==> config.mk <==
export PLATFORM = sky130hd
export DESIGN_NAME = reg_debug_sequencer
export DESIGN_NICKNAME = d
export VERILOG_FILES = /design/src/rtl/reg_debug_sequencer_pkg.sv /design/src/rtl/reg_debug_sequencer_timeout_counter.sv /design/src/rtl/reg_debug_sequencer.sv
export SDC_FILE = /design/constraint.sdc
export NUM_CORES = 1
export LEC_CHECK = 0
export ABC_AREA = 1
export ABC_CLOCK_PERIOD_IN_PS = 1400
export BUFFER_PORTS_ARGS = -buffer_cell sky130_fd_sc_hd__buf_4
export CORE_MARGIN = 1.5
export CORE_UTILIZATION = 45
export CTS_BUF_LIST = sky130_fd_sc_hd__clkbuf_8
export DETAILED_ROUTE_END_ITERATION = 16
export PLACE_DENSITY_LB_ADDON = 0.2
export SLEW_MARGIN = 5
export SYNTH_ARGS = -nofsm -noshare
export SYNTH_HDL_FRONTEND = slang
export SYNTH_SLANG_ARGS = --single-unit
==> constraint.sdc <==
create_clock -name clk -period 1.4 [get_ports clk]
set_input_delay 0.21 -clock clk [delete_from_list [all_inputs] [get_ports clk]]
set_output_delay 0.21 -clock clk [all_outputs]
set_load 0.02 [all_outputs]
==> src/rtl/reg_debug_sequencer_pkg.sv <==
// ---------------------------------------------------------------------------
// reg_debug_sequencer_pkg
// Shared definitions for the debug register-access sequencer: the processor
// "halted" state code, the sequencer FSM encodings and the default halt
// timeout. Kept in one place so other debug-unit blocks can reuse them.
// ---------------------------------------------------------------------------
package reg_debug_sequencer_pkg;

   // Processor state code reported by the core when it is halted.
   localparam logic [2:0] STATE_HALTED = 3'd3;

   // Default number of cycles to wait for the core to halt.
   localparam int DEFAULT_HALT_TIMEOUT = 255;

   // Sequencer FSM encodings.
   localparam logic [2:0] ENC_IDLE      = 3'd0;
   localparam logic [2:0] ENC_HALT_WAIT = 3'd1;
   localparam logic [2:0] ENC_RD_ACCESS = 3'd2;
   localparam logic [2:0] ENC_RD_RESP   = 3'd3;
   localparam logic [2:0] ENC_WR_ACCESS = 3'd4;
   localparam logic [2:0] ENC_WR_RESP   = 3'd5;
   localparam logic [2:0] ENC_ERR_RESP  = 3'd6;

   typedef enum logic [2:0] {
      IDLE      = ENC_IDLE,
      HALT_WAIT = ENC_HALT_WAIT,
      RD_ACCESS = ENC_RD_ACCESS,
      RD_RESP   = ENC_RD_RESP,
      WR_ACCESS = ENC_WR_ACCESS,
      WR_RESP   = ENC_WR_RESP,
      ERR_RESP  = ENC_ERR_RESP
   } seq_state_e;

endpackage

==> src/rtl/reg_debug_sequencer_timeout_counter.sv <==
// ---------------------------------------------------------------------------
// dbg_timeout_counter
// Counts enabled cycles from zero and flags when the count reaches LIMIT.
// The count saturates at LIMIT so expired stays high until cleared.
// Ports:
//   clk     in  clock
//   rst     in  synchronous active-high reset
//   clear   in  force count back to zero
//   enable  in  count this cycle
//   expired out count == LIMIT
// ---------------------------------------------------------------------------
module dbg_timeout_counter
   import reg_debug_sequencer_pkg::*;
#(
   parameter int LIMIT = DEFAULT_HALT_TIMEOUT
) (
   input  logic clk,
   input  logic rst,
   input  logic clear,
   input  logic enable,
   output logic expired
);

   localparam int W = (LIMIT < 1) ? 1 : $clog2(LIMIT + 1);

   logic [W-1:0] count_q;

   always_ff @(posedge clk) begin
      if (rst || clear) begin
         count_q <= '0;
      end else if (enable && !expired) begin
         count_q <= count_q + 1'b1;
      end
   end

   assign expired = (count_q == W'(LIMIT));

endmodule

==> src/rtl/reg_debug_sequencer.sv <==
// ---------------------------------------------------------------------------
// reg_debug_sequencer
// Sequences debug-unit single/burst register reads and writes onto the
// register file debug port. Halts the core first (with timeout), then
// performs one register access per step and returns data/status on a
// response channel.
// Ports:
//   clk, rst                       clock, synchronous active-high reset
//   state                          processor state (halted == STATE_HALTED)
//   halt_req                       halt request to the core
//   req_valid/ready/write/regnum/count   burst request channel
//   wdata_valid/ready, wdata       write word channel
//   rsp_valid/ready/data/last/err  response channel
//   dbg_reg_rregnum, dbg_reg_rdata register file debug read port
//   dbg_reg_wregnum/wdata/we       register file debug write port
//   busy                           sequencer not idle
// ---------------------------------------------------------------------------
module reg_debug_sequencer
   import reg_debug_sequencer_pkg::*;
#(
   parameter int NUM_REGS     = 16,
   parameter int HALT_TIMEOUT = DEFAULT_HALT_TIMEOUT
) (
   input  logic        clk,
   input  logic        rst,
   input  logic [2:0]  state,
   output logic        halt_req,
   input  logic        req_valid,
   output logic        req_ready,
   input  logic        req_write,
   input  logic [5:0]  req_regnum,
   input  logic [3:0]  req_count,
   input  logic        wdata_valid,
   output logic        wdata_ready,
   input  logic [15:0] wdata,
   output logic        rsp_valid,
   input  logic        rsp_ready,
   output logic [15:0] rsp_data,
   output logic        rsp_last,
   output logic        rsp_err,
   output logic [5:0]  dbg_reg_rregnum,
   input  logic [15:0] dbg_reg_rdata,
   output logic [5:0]  dbg_reg_wregnum,
   output logic [15:0] dbg_reg_wdata,
   output logic        dbg_reg_we,
   output logic        busy
);

   localparam logic [5:0] LAST_REG = 6'(NUM_REGS - 1);

   seq_state_e  state_q, state_d;
   logic        write_q;
   logic        bad_reg_q;    // current ERR_RESP came from a bad regnum
   logic [5:0]  cur_q;
   logic [3:0]  remaining_q;
   logic [15:0] rdata_q;

   logic        halted;
   logic        bad_regnum;
   logic        req_fire;
   logic        wr_fire;
   logic        timeout_expired;
   logic [5:0]  cur_next;

   assign halted     = (state == STATE_HALTED);
   assign bad_regnum = (req_regnum > LAST_REG);
   assign req_fire   = req_valid && req_ready;
   assign wr_fire    = wdata_valid && wdata_ready;
   assign cur_next   = (cur_q == LAST_REG) ? 6'd0 : cur_q + 6'd1;

   // Counter runs only while waiting for halt; it is held at zero otherwise,
   // so each HALT_WAIT visit starts from a cleared count.
   dbg_timeout_counter #(
      .LIMIT(HALT_TIMEOUT)
   ) u_timeout (
      .clk    (clk),
      .rst    (rst),
      .clear  (state_q != HALT_WAIT),
      .enable (state_q == HALT_WAIT),
      .expired(timeout_expired)
   );

   // State register.
   // NOTE: sequential state uses non-blocking assignments so every flop
   // samples pre-edge values regardless of process evaluation order.
   always_ff @(posedge clk) begin
      if (rst) begin
         state_q <= IDLE;
      end else begin
         state_q <= state_d;
      end
   end

   // Next-state logic. A halt seen in the expiry cycle wins over the timeout.
   // NOTE: every variable written here gets a default first, so no path
   // leaves it unassigned and no latch is inferred.
   always_comb begin
      state_d = state_q;
      unique case (state_q)
         IDLE:      if (req_fire) state_d = bad_regnum ? ERR_RESP : HALT_WAIT;
         HALT_WAIT: begin
            if (halted)               state_d = write_q ? WR_ACCESS : RD_ACCESS;
            else if (timeout_expired) state_d = ERR_RESP;
         end
         RD_ACCESS: state_d = halted ? RD_RESP : ERR_RESP;
         RD_RESP:   if (rsp_ready) state_d = (remaining_q == 4'd0) ? IDLE : RD_ACCESS;
         WR_ACCESS: begin
            if (!halted)                                 state_d = ERR_RESP;
            else if (wdata_valid && remaining_q == 4'd0) state_d = WR_RESP;
         end
         WR_RESP, ERR_RESP: if (rsp_ready) state_d = IDLE;
         default:   state_d = IDLE;
      endcase
   end

   // Burst bookkeeping and captured read data.
   always_ff @(posedge clk) begin
      if (rst) begin
         write_q     <= 1'b0;
         bad_reg_q   <= 1'b0;
         cur_q       <= '0;
         remaining_q <= '0;
         rdata_q     <= '0;
      end else begin
         case (state_q)
            IDLE: begin
               if (req_fire) begin
                  write_q     <= req_write;
                  bad_reg_q   <= bad_regnum;
                  cur_q       <= req_regnum;
                  remaining_q <= req_count;
               end
            end
            RD_ACCESS: if (halted) rdata_q <= dbg_reg_rdata;
            RD_RESP: begin
               if (rsp_ready && remaining_q != 4'd0) begin
                  remaining_q <= remaining_q - 4'd1;
                  cur_q       <= cur_next;
               end
            end
            WR_ACCESS: begin
               if (wr_fire && remaining_q != 4'd0) begin
                  remaining_q <= remaining_q - 4'd1;
                  cur_q       <= cur_next;
               end
            end
            default: ;
         endcase
      end
   end

   // Outputs. Handshake outputs toward the debug unit and the write enable
   // are held low while rst is asserted.
   always_comb begin
      req_ready       = 1'b0;
      wdata_ready     = 1'b0;
      dbg_reg_we      = 1'b0;
      dbg_reg_wdata   = '0;
      rsp_valid       = 1'b0;
      rsp_last        = 1'b0;
      rsp_err         = 1'b0;
      rsp_data        = '0;
      busy            = (state_q != IDLE);
      // Halt is never requested for a request rejected on its regnum.
      halt_req        = (state_q != IDLE) && !(state_q == ERR_RESP && bad_reg_q);
      dbg_reg_rregnum = cur_q;
      dbg_reg_wregnum = cur_q;
      unique case (state_q)
         IDLE:      req_ready = !rst;
         WR_ACCESS: begin
            wdata_ready   = halted && !rst;
            dbg_reg_we    = wdata_valid && halted && !rst;
            dbg_reg_wdata = wdata;
         end
         RD_RESP: begin
            rsp_valid = 1'b1;
            rsp_last  = (remaining_q == 4'd0);
            rsp_data  = rdata_q;
         end
         WR_RESP: begin
            rsp_valid = 1'b1;
            rsp_last  = 1'b1;
         end
         ERR_RESP: begin
            rsp_valid = 1'b1;
            rsp_last  = 1'b1;
            rsp_err   = 1'b1;
         end
         default: ;
      endcase
   end

endmodule

==> results.toml <==
[floorplan]
initial_utilization_pct = 46.6
die_area_um2 = 6130
die_h_um = 78.3
core_region_area_um2 = 5470
die_x_um = 78.3
io_pins = 103
rows = 27

[synthesis]
ys_warn_count = 0
ys_types = 36
synth_enable_flop_cells = 0
synth-async-reset-ratio_pct = 0
synth_top_area_share_pct = 30.6
seq_area_frac_synth_pct = 30.6
avgSynthCellArea_um2 = 6.50
netlist_area_um2 = 2550
synth_flop_cell = "dfxtp_1"
synthCells = 392
syn_nets = 446
synth.area.top_cells = "dfxtp_1 31%, nand2_1 10%, inv_1 9.9%"
synth_seq_cells = 39
yosys.area.top_type = "dfxtp_1"

[grt]
grt_pass1_vias = 2739
grtUsageMet1_pct = 26.6
met3_usage_pct = 5.47
globalRouteOverflowTotal = 0
grt_util_met2_pct = 44.9
grt_pass1_wl_mm = 11.9
grt_max_degree = 33
top_usage_layer = "met2"
grt_use_total_pct = 24.0
antenna_found_initial = 0

[pwr]
comb_power_share_pct = 68.9
p_leak_nw = 2.14
ir_drop_v = 0.000931
p_seq_share_pct = 20.2
p_total_mw = 7.38
intPower_mw = 3.93
clkPwrFrac_pct = 11.0
power.density_nw_per_um2 = 1610
p_switching_mw = 3.45
switching_share_pct = 46.7

[routing]
drc = 0
routedWlPerCell_um = 15.0
dr_total_vias = 3205
ant_nets = 0
wl_mm = 9.31
first_pass_iters = 5
dr.first_iter.drc_count = 120
vias_per_cell = 5.18

[timing]
relSlewSlack_pct = 76.4
fin_crit_sh_pct = 119
min_period_ps = 1660
worstMarginPinSlew_ps = 354
timing.setup.tns_ps = -10280
setup_viol = 65
slew_viol_final = 0
finalHoldViolations = 0
clock_skew_ps = 5.05
hold_slack_ps = 153
fin_ws_ps = -261
rsz0062_at_grt = "true"
clock.fmax_ghz = 0.602

[run_status]
outcome = "finished, violations left"
violations = "setup timing"

[clock_tree]
clock_latency_ps = 300
cts.clk_slew.worst_paths_ps = 90
cts-root-buf = "clkbuf_8"
cts_buffer_depth = 2
htree_levels = 2
cts_tree = "done"
clock-sinks = 39
cts_buffers = 5
cts_hold_buf = 0

[layout]
num_antenna_cells = 0
stdcell_count = 619
drive_gt1_share_pct = 53.0
multi_input_area_um2 = 1810
fill_cells = 328
regArea_um2 = 793
fin_nets = 600
area_delta_synth_final_pct = 79.4
design_area_um2 = 4570

[placement]
port-buffer-count = 102
placed_cells = 582
hpwlAfterDp_mm = 4.88
gp_congestion = 0.821
place_area_um2 = 3590

[run]
maxCapViolCount = 0

[hold_path]
hp-class = "in2reg"

[setup_path]
cp_max_fo = 8
crit_type = "reg2out"
critical_path_required_ps = 1190
critPathArrivalTime_ps = 1450
worstSetupStartpointType = "register"
cp-end-kind = "output port"
==> synth_stat cells, types with 3 or more instances <==
master    number
nand2_1       69
inv_1         67
nor2_1        67
dfxtp_1       39
a21oi_1       29
nand3_1       21
o21ai_1       15
o21ai_0       10
buf_4          9
nand2_4        6
xor2_1         6
buf_2          5
inv_2          5
nand3b_1       5
nand3_2        4
nor3_1         4
buf_6          3
ha_1           3
nand4_1        3
nor2_2         3
==> state kept, by name (all words and copies together) (netlist names) <==
signal	flops
remaining_q	4
write_q	1
rdata_q	16
state_q	3
dbg_reg_rregnum	6
u_timeout.count_q	8
bad_reg_q	1
==> worst max-delay path: stages (launching register included) <==
cell,delay [ps]
dfxtp_2,350
buf_6,130
nor2_8,170
nand2_8,110
buf_12,170
nor2_4,90
buf_6,120
==> cells by family after synthesis <==
family                   share of synthesized area (%)
XOR/XNOR                                          2.06
adder cells (fa/ha/maj)                           1.47
AO/OA/AOI/OAI                                     12.5
AND/OR/NAND/NOR                                   36.7
buffers and inverters                             16.7
flip-flops                                        30.6
==> layer usage <==
layer	wire length [um]	vias to the layer above
met5	0	-
met4	306	0
met3	637	34
met2	4960	162
met1	3410	1488
li1	-	1521
==> repair_timing <==
item,in CTS,in global routing
buffers inserted,10,14
cloned,3,4
endpoints found under the setup margin,57,78
resized for setup,65,114
pin swaps,12,28
==> cells in the final DEF (no fill, tap or decap), drive strengths merged <==
cell      netlist  final
xor2            6      6
a221oi          1      1
ha              3      3
nand3b          6      6
clkinv          0      2
and3            1      1
inv            73     74
clkbuf          2      6
nand3          26     26
o21bai          1      1
a21oi          30     30
o211ai          1      1
or2             2      2
nand2          76     77
dfxtp          39     39
nor2           74     75
buf            18    161
o21ai          26     27
clkinvlp        0      2
nor3            4      4
nand4           3      3
==> power by group through the flow <==
stage,combinational (mW),clock (mW),sequential [mW]
floorplan,2.33,0,1.51
global placement,3.42,0,1.43
detailed placement,3.48,0,1.44
CTS,4.03,0.808,1.47
global route,5.41,0.870,1.51
finish,5.08,0.810,1.49
==> final timing paths <==
kind                            slack (ps)                    start                       to  cells after the start
worst max-delay path                  -260  state_q[1]$_SDFFE_PP0P_        dbg_reg_wdata[13]                      6
worst min-delay path                   150                      rst   bad_reg_q$_SDFFE_PP0P_                      2
worst min register to register         480  rdata_q[4]$_SDFFE_PP0N_  rdata_q[4]$_SDFFE_PP0N_                      2
worst max register to register        -250  state_q[1]$_SDFFE_PP0P_  state_q[1]$_SDFFE_PP0P_                     11
==> stage by stage <==
step | setup slack [ps] | utilization [%]
after global placement | -75.3 | 65.7
after global routing | -334 | 83.6
after CTS | -229 | 73.4
final | -261 | 83.6
after floorplan | -125 | -
after detailed placement | -140 | 65.7
==> final cells by class <==
class                           count  area share [%]
Clock buffer                        5            1.50
Inverter                           73            6.48
Multi-Input combinational cell    263            39.6
Clock inverter                      3           0.520
Sequential cell                    39            17.3
Timing Repair Buffer              162            32.2
Timing Repair inverter              2           0.383
Tap cell                           72            1.97
Note: power is estimated with default switching activity, not from simulation.
